--- src/rtl/output_score_buffer_if.sv ---
// Handshake and score bus between the output-layer MAC, the score buffer and argmax.
// The master modport is the upstream/downstream side; the slave modport is the buffer.
interface output_score_buffer_if #(
   parameter int ACC_W       = 24,
   parameter int NUM_CLASSES = 10
);
   // valid/ready: a beat (or frame) transfers on a rising edge where valid and
   // ready are both high; the producer holds its payload stable while ready is low.
   logic                         in_valid;
   logic                         in_ready;
   logic [ACC_W-1:0]             in_acc;
   logic                         in_last;
   logic                         out_valid;
   logic                         out_ready;
   logic [NUM_CLASSES-1:0][7:0]  score;
   logic                         frame_err;

   modport master (
      output in_valid, in_acc, in_last, out_ready,
      input  in_ready, out_valid, score, frame_err
   );

   modport slave (
      input  in_valid, in_acc, in_last, out_ready,
      output in_ready, out_valid, score, frame_err
   );
endinterface

--- src/rtl/output_score_buffer.sv ---
// Collects NUM_CLASSES accumulator beats, requantises each to an 8-bit score and holds the
// frame for argmax. Define SCORE_ROUND_EN for round-half-up instead of floor requantisation.
module output_score_buffer #(
   parameter int ACC_W       = 24,
   parameter int SHIFT       = 8,
   parameter int NUM_CLASSES = 10
) (
   input  logic                   clk,
   input  logic                   rst_n,
   output_score_buffer_if.slave   bus,
   output logic [0:0]             o_dbg_state
);
   localparam int IDX_W = (NUM_CLASSES > 1) ? $clog2(NUM_CLASSES) : 1;
   localparam logic [IDX_W-1:0] LAST_IDX = IDX_W'(NUM_CLASSES - 1);

   localparam logic [0:0] ST_FILL = 1'b0;
   localparam logic [0:0] ST_HOLD = 1'b1;

`ifdef SCORE_ROUND_EN
   localparam logic [ACC_W:0] RND = (ACC_W+1)'(1) << (SHIFT - 1);
`else
   localparam logic [ACC_W:0] RND = '0;
`endif

   logic [0:0]                  r_state;
   logic [IDX_W-1:0]            r_wr_idx;
   logic                        r_frame_err;
   logic [NUM_CLASSES-1:0][7:0] r_score;

   logic                        w_fill;
   logic                        w_accept;
   logic                        w_last_idx;
   logic signed [ACC_W:0]       w_sum;
   logic signed [ACC_W:0]       w_t;
   logic [7:0]                  w_q;

   assign w_fill     = (r_state == ST_FILL);
   assign w_accept   = bus.in_valid && w_fill;
   assign w_last_idx = (r_wr_idx == LAST_IDX);

   // One extra bit keeps the rounding add from wrapping a large positive accumulator.
   always_comb begin
      w_sum = $signed({bus.in_acc[ACC_W-1], bus.in_acc}) + $signed(RND);
      w_t   = w_sum >>> SHIFT;
      if (w_t[ACC_W])
         w_q = 8'h00;
      else if (|w_t[ACC_W-1:8])
         w_q = 8'hFF;
      else
         w_q = w_t[7:0];
   end

   always_ff @(posedge clk or negedge rst_n) begin
      if (!rst_n) begin
         r_state     <= ST_FILL;
         r_wr_idx    <= '0;
         r_frame_err <= 1'b0;
         r_score     <= '0;
      end else begin
         r_frame_err <= 1'b0;
         case (r_state)
            ST_FILL: begin
               if (w_accept) begin
                  // in_last must coincide exactly with the final class slot.
                  if (bus.in_last != w_last_idx) begin
                     r_wr_idx    <= '0;
                     r_frame_err <= 1'b1;
                  end else begin
                     r_score[r_wr_idx] <= w_q;
                     if (w_last_idx) begin
                        r_wr_idx <= '0;
                        r_state  <= ST_HOLD;
                     end else begin
                        r_wr_idx <= r_wr_idx + IDX_W'(1);
                     end
                  end
               end
            end
            default: begin
               if (bus.out_ready)
                  r_state <= ST_FILL;
            end
         endcase
      end
   end

   assign bus.in_ready  = w_fill;
   assign bus.out_valid = (r_state == ST_HOLD);
   assign bus.score     = r_score;
   assign bus.frame_err = r_frame_err;
   assign o_dbg_state   = r_state;

endmodule

--- src/flat_wrapper.sv ---
// flat-port wrapper written by rule: the top's interface ports become plain ports
module output_score_buffer_flat 
#(
   parameter int ACC_W       = 24,
   parameter int SHIFT       = 8,
   parameter int NUM_CLASSES = 10
)
  (clk, rst_n, o_dbg_state, bus_in_valid, bus_in_acc, bus_in_last, bus_out_ready, bus_in_ready, bus_out_valid, bus_score, bus_frame_err);
  output_score_buffer_if #(.ACC_W(ACC_W), .NUM_CLASSES(NUM_CLASSES)) bus_i ();
  input  logic clk;
  input  logic rst_n;
  output logic [0:0] o_dbg_state;
  input wire logic [$bits(bus_i.in_valid)-1:0] bus_in_valid;
  input wire logic [$bits(bus_i.in_acc)-1:0] bus_in_acc;
  input wire logic [$bits(bus_i.in_last)-1:0] bus_in_last;
  input wire logic [$bits(bus_i.out_ready)-1:0] bus_out_ready;
  output wire logic [$bits(bus_i.in_ready)-1:0] bus_in_ready;
  output wire logic [$bits(bus_i.out_valid)-1:0] bus_out_valid;
  output wire logic [$bits(bus_i.score)-1:0] bus_score;
  output wire logic [$bits(bus_i.frame_err)-1:0] bus_frame_err;
  assign bus_i.in_valid = bus_in_valid;
  assign bus_i.in_acc = bus_in_acc;
  assign bus_i.in_last = bus_in_last;
  assign bus_i.out_ready = bus_out_ready;
  assign bus_in_ready = bus_i.in_ready;
  assign bus_out_valid = bus_i.out_valid;
  assign bus_score = bus_i.score;
  assign bus_frame_err = bus_i.frame_err;
  output_score_buffer #(.ACC_W(ACC_W), .SHIFT(SHIFT), .NUM_CLASSES(NUM_CLASSES)) u_core (.clk(clk), .rst_n(rst_n), .bus(bus_i), .o_dbg_state(o_dbg_state));
endmodule
--- config.mk ---
export PLATFORM = sky130hd
export DESIGN_NAME = output_score_buffer_flat
export DESIGN_NICKNAME = d
export VERILOG_FILES = /design/src/rtl/output_score_buffer_if.sv /design/src/rtl/output_score_buffer.sv /design/src/flat_wrapper.sv
export SDC_FILE = /design/constraint.sdc
export NUM_CORES = 1
export LEC_CHECK = 0
export CORE_MARGIN = 2
export CORE_UTILIZATION = 41
export CTS_CLUSTER_DIAMETER = 80
export CTS_CLUSTER_SIZE = 25
export DETAILED_ROUTE_END_ITERATION = 12
export GPL_TIMING_DRIVEN = 1
export PLACE_DENSITY = 0.79
export SYNTH_ARGS = -nofsm -noshare
export SYNTH_HDL_FRONTEND = slang
export SYNTH_SLANG_ARGS = --single-unit
--- constraint.sdc ---
create_clock -name clk -period 2.7 [get_ports clk]
set_clock_uncertainty 0.15 [all_clocks]
set_input_delay 0.54 -clock clk [delete_from_list [all_inputs] [get_ports clk]]
set_output_delay 0.54 -clock clk [all_outputs]
set_load 0.03 [all_outputs]
==> results.sh <==
export IMPL_rsz0062_at_grt="no"
export IMPL_gr_total_overflow=0
export IMPL_area_growth_pct=44.29
export IMPL_syn_avg_cell_area_um2=13.64
export IMPL_start_kind="register"
export IMPL_routed_wl_um=9401
export IMPL_synth_cell_types=37
export IMPL_rows=33
export IMPL_antenna_found_initial=0
export IMPL_h_tree_depth=3
export IMPL_ys_ff_latch=86
export IMPL_switching_share=0.3848
export IMPL_post_drt_wl_per_cell_um=19.19
export IMPL_clock_path_buffers=2
export IMPL_path_clk_slew_ps=100
export IMPL_setup_tns_ps=0
export IMPL_multi_input_area_mm2=0.001222
export IMPL_clock_latency_ps=350
export IMPL_ios=113
export IMPL_grt_max_degree=48
export IMPL_synth_edff_count=0
export IMPL_reg2reg_slack_ps=180
export IMPL_cts_setup_buffers=0
export IMPL_initial_core_util=0.4206
export IMPL_power_internal_mw=2.911
export IMPL_grt_pass1_wl_um=14990
export IMPL_synth_flop_cell="dfrtp_1"
export IMPL_die_h_um=95.58
export IMPL_drtAntennaViolNets=0
export IMPL_reg2reg_depth=6
export IMPL_tightest_slew_ps=493.4
export IMPL_syn_cell_area_mm2=0.003438
export IMPL_post_drt_via_cell_ratio=5.733
export IMPL_route_vias_total=2809
export IMPL_root_buffer="clkbuf_8"
export IMPL_status="completed"
export IMPL_grt_pass1_vias=2775
export IMPL_async_flop_share=1.000
export IMPL_die_area_mm2=0.009135
export IMPL_pwr_share_seq=0.398
export IMPL_synth_top_area_frac=0.6259
export IMPL_netlist_top_cells_area="dfrtp_1 (63%), a22o_1 (10%), o2bb2ai_1 (10%)"
export IMPL_cts_resized=0
export IMPL_synth_top_cell_by_area="dfrtp_1"
export IMPL_seqCellArea_mm2=0.002152
export IMPL_dr_pass1_iters=4
export IMPL_drtIter0Drc=125
export IMPL_clkPwrFrac=0.184
export IMPL_maxCapViolCount=0
export IMPL_fmax_mhz=396.1
export IMPL_worstSetupPathType="reg2reg"
export IMPL_required_ps=2800
export IMPL_ys_seq_area_frac=0.6259
export IMPL_hold_class="reg2reg"
export IMPL_p_per_area_mw_per_mm2=953.9
export IMPL_finalCritPeriodShare=0.9351
export IMPL_hold_depth=1
export IMPL_die_x_um=95.58
export IMPL_setup_viol=0
export IMPL_min_period_ps=2525
export IMPL_n_antenna_cell=0
export IMPL_critPathCaptureType="register"
export IMPL_critPathMaxFanout=8
export IMPL_place_ws_ps=-141.0
export IMPL_synth_cells=252
export IMPL_p_sw_mw=1.821
export IMPL_hpwl_um=6663
export IMPL_cts_tree="done"
export IMPL_yosysWarnings=0
export IMPL_cts_buffers_inserted=9
export IMPL_layout_drive_gt1_share=0.1377
export IMPL_whs_ps=346.2
export IMPL_gp_congestion=0.8534
export IMPL_cp_arrival_ps=2620
export IMPL_combPwrFrac=0.418
export IMPL_cts_sinks=86
export IMPL_finalWorstSetupSlack_ps=175.1
export IMPL_place_port_buffers=104
export IMPL_slew_violations=0
export IMPL_peakVddDrop_mv=0.6991
export IMPL_drc_errors=0
export IMPL_holdBufCountCts=1
export IMPL_syn_nets=282
export IMPL_num_nets_final=410
export IMPL_fill_cells=649
export IMPL_hold_violations=0
export IMPL_slew_headroom=0.6704
export IMPL_core_area_mm2=0.008175
export IMPL_leakagePower_nw=2.090
export IMPL_grt_usage=0.2194
## worst paths after layout
kind                                            from                   end
worst max-delay path              u_core.r_wr_idx[1]  u_core.bus.score[21]
worst min-delay path            u_core.bus.score[36]  u_core.bus.score[36]
worst max register to register    u_core.r_wr_idx[1]  u_core.bus.score[21]
worst min register to register  u_core.bus.score[36]  u_core.bus.score[36]
max in group asynchronous                      rst_n  u_core.bus.out_valid
min in group asynchronous                      rst_n  u_core.bus.score[78]
## flip-flops by register name, indices dropped and copies added (netlist names)
signal and flops:
u_core.bus.score 80, u_core.r_wr_idx 4, u_core.bus.frame_err 1, u_core.bus.out_valid 1
## cell type report
cell class,instances,share of cell area
Timing Repair Buffer,131,0.2532
Multi-Input combinational cell,150,0.2464
Tap cell,105,0.02648
Clock inverter,7,0.01362
Inverter,2,0.001513
Sequential cell,86,0.4338
Clock buffer,9,0.02497
## power groups by stage
stage | logic [mW] | clock network (mW) | registers [mW]
3_3_place_gp | 1.95 | 0 | 1.90
2_1_floorplan | 0.391 | 0 | 2.58
3_5_place_dp | 1.99 | 0 | 1.89
6_report | 1.98 | 0.871 | 1.89
5_1_grt | 2.09 | 0.937 | 1.93
4_1_cts | 1.99 | 0.877 | 1.89
## cells in the final DEF, fill, tap and decap left out, types with 3 or more instances in the layout
cell type / Yosys / layout
clkbuf_8: 0 / 9
nor4_4: 3 / 3
buf_4: 1 / 26
nor4_1: 8 / 8
nor2_1: 3 / 3
clkdlybuf4s50_1: 0 / 103
nand2_1: 4 / 4
dfrtp_1: 86 / 86
nor2b_1: 4 / 4
a22o_1: 40 / 40
o2bb2ai_1: 40 / 40
or4_1: 7 / 7
o21ai_0: 5 / 5
nand3_1: 11 / 11
## Yosys cell counts (2+ instances only)
| master | number |
|---|---|
| nand2b_1 | 3 |
| nor4_4 | 3 |
| a22o_1 | 40 |
| nor2_1 | 3 |
| nor4_1 | 8 |
| o2bb2ai_1 | 40 |
| or3_1 | 2 |
| nor4b_1 | 2 |
| dfrtp_1 | 86 |
| nor2b_1 | 4 |
| clkbuf_1 | 7 |
| inv_1 | 2 |
| buf_2 | 4 |
| nand3_1 | 11 |
| nand2_1 | 4 |
| o21ai_0 | 5 |
| or4_4 | 2 |
| or4_1 | 7 |
## critical path: stages (launching register included)
cell and delay (ps):
dfrtp_1 390, nand2b_4 170, nor3_2 140, ha_1 270, or4b_4 530, or3_1 480, a22o_1 290
## logic make-up (layout without fill, tap and decap cells)
| group | Yosys count | count (layout) | synth area share |
|---|---|---|---|
| compound gates | 89 | 89 | 0.2202 |
| flops | 86 | 86 | 0.6259 |
| simple gates | 59 | 59 | 0.1255 |
| buf+inv | 16 | 149 | 0.02220 |
| fa+ha+maj | 1 | 1 | 0.003638 |
| xor+xnor | 1 | 1 | 0.002548 |
## through the flow
| step | utilization | total power [mW] | instance area [µm²] | cells |
|---|---|---|---|---|
| 6_report | 0.6068 | 4.732 | 4961 | 490 |
| 5_1_grt | 0.6068 | 4.950 | 4961 | 490 |
| 4_1_cts | 0.6068 | 4.756 | 4961 | 490 |
| 3_5_place_dp | 0.5822 | 3.882 | 4760 | 473 |
| 3_3_place_gp | 0.5822 | 3.848 | 4760 | 473 |
| 2_1_floorplan | - | 2.966 | 3478 | 252 |
## layer usage
metal | part of all wire | GRT usage | vias up | wire [µm]
met5 | 0 | 0 | - | 0
li1 | - | - | 1266 | -
met3 | 0.082 | 0.06482 | 4 | 773
met4 | 0.0035 | 0.06190 | 0 | 33
met2 | 0.48 | 0.3403 | 125 | 4520
met1 | 0.43 | 0.3010 | 1414 | 4074
Note: power is estimated with default switching activity, not from simulation.
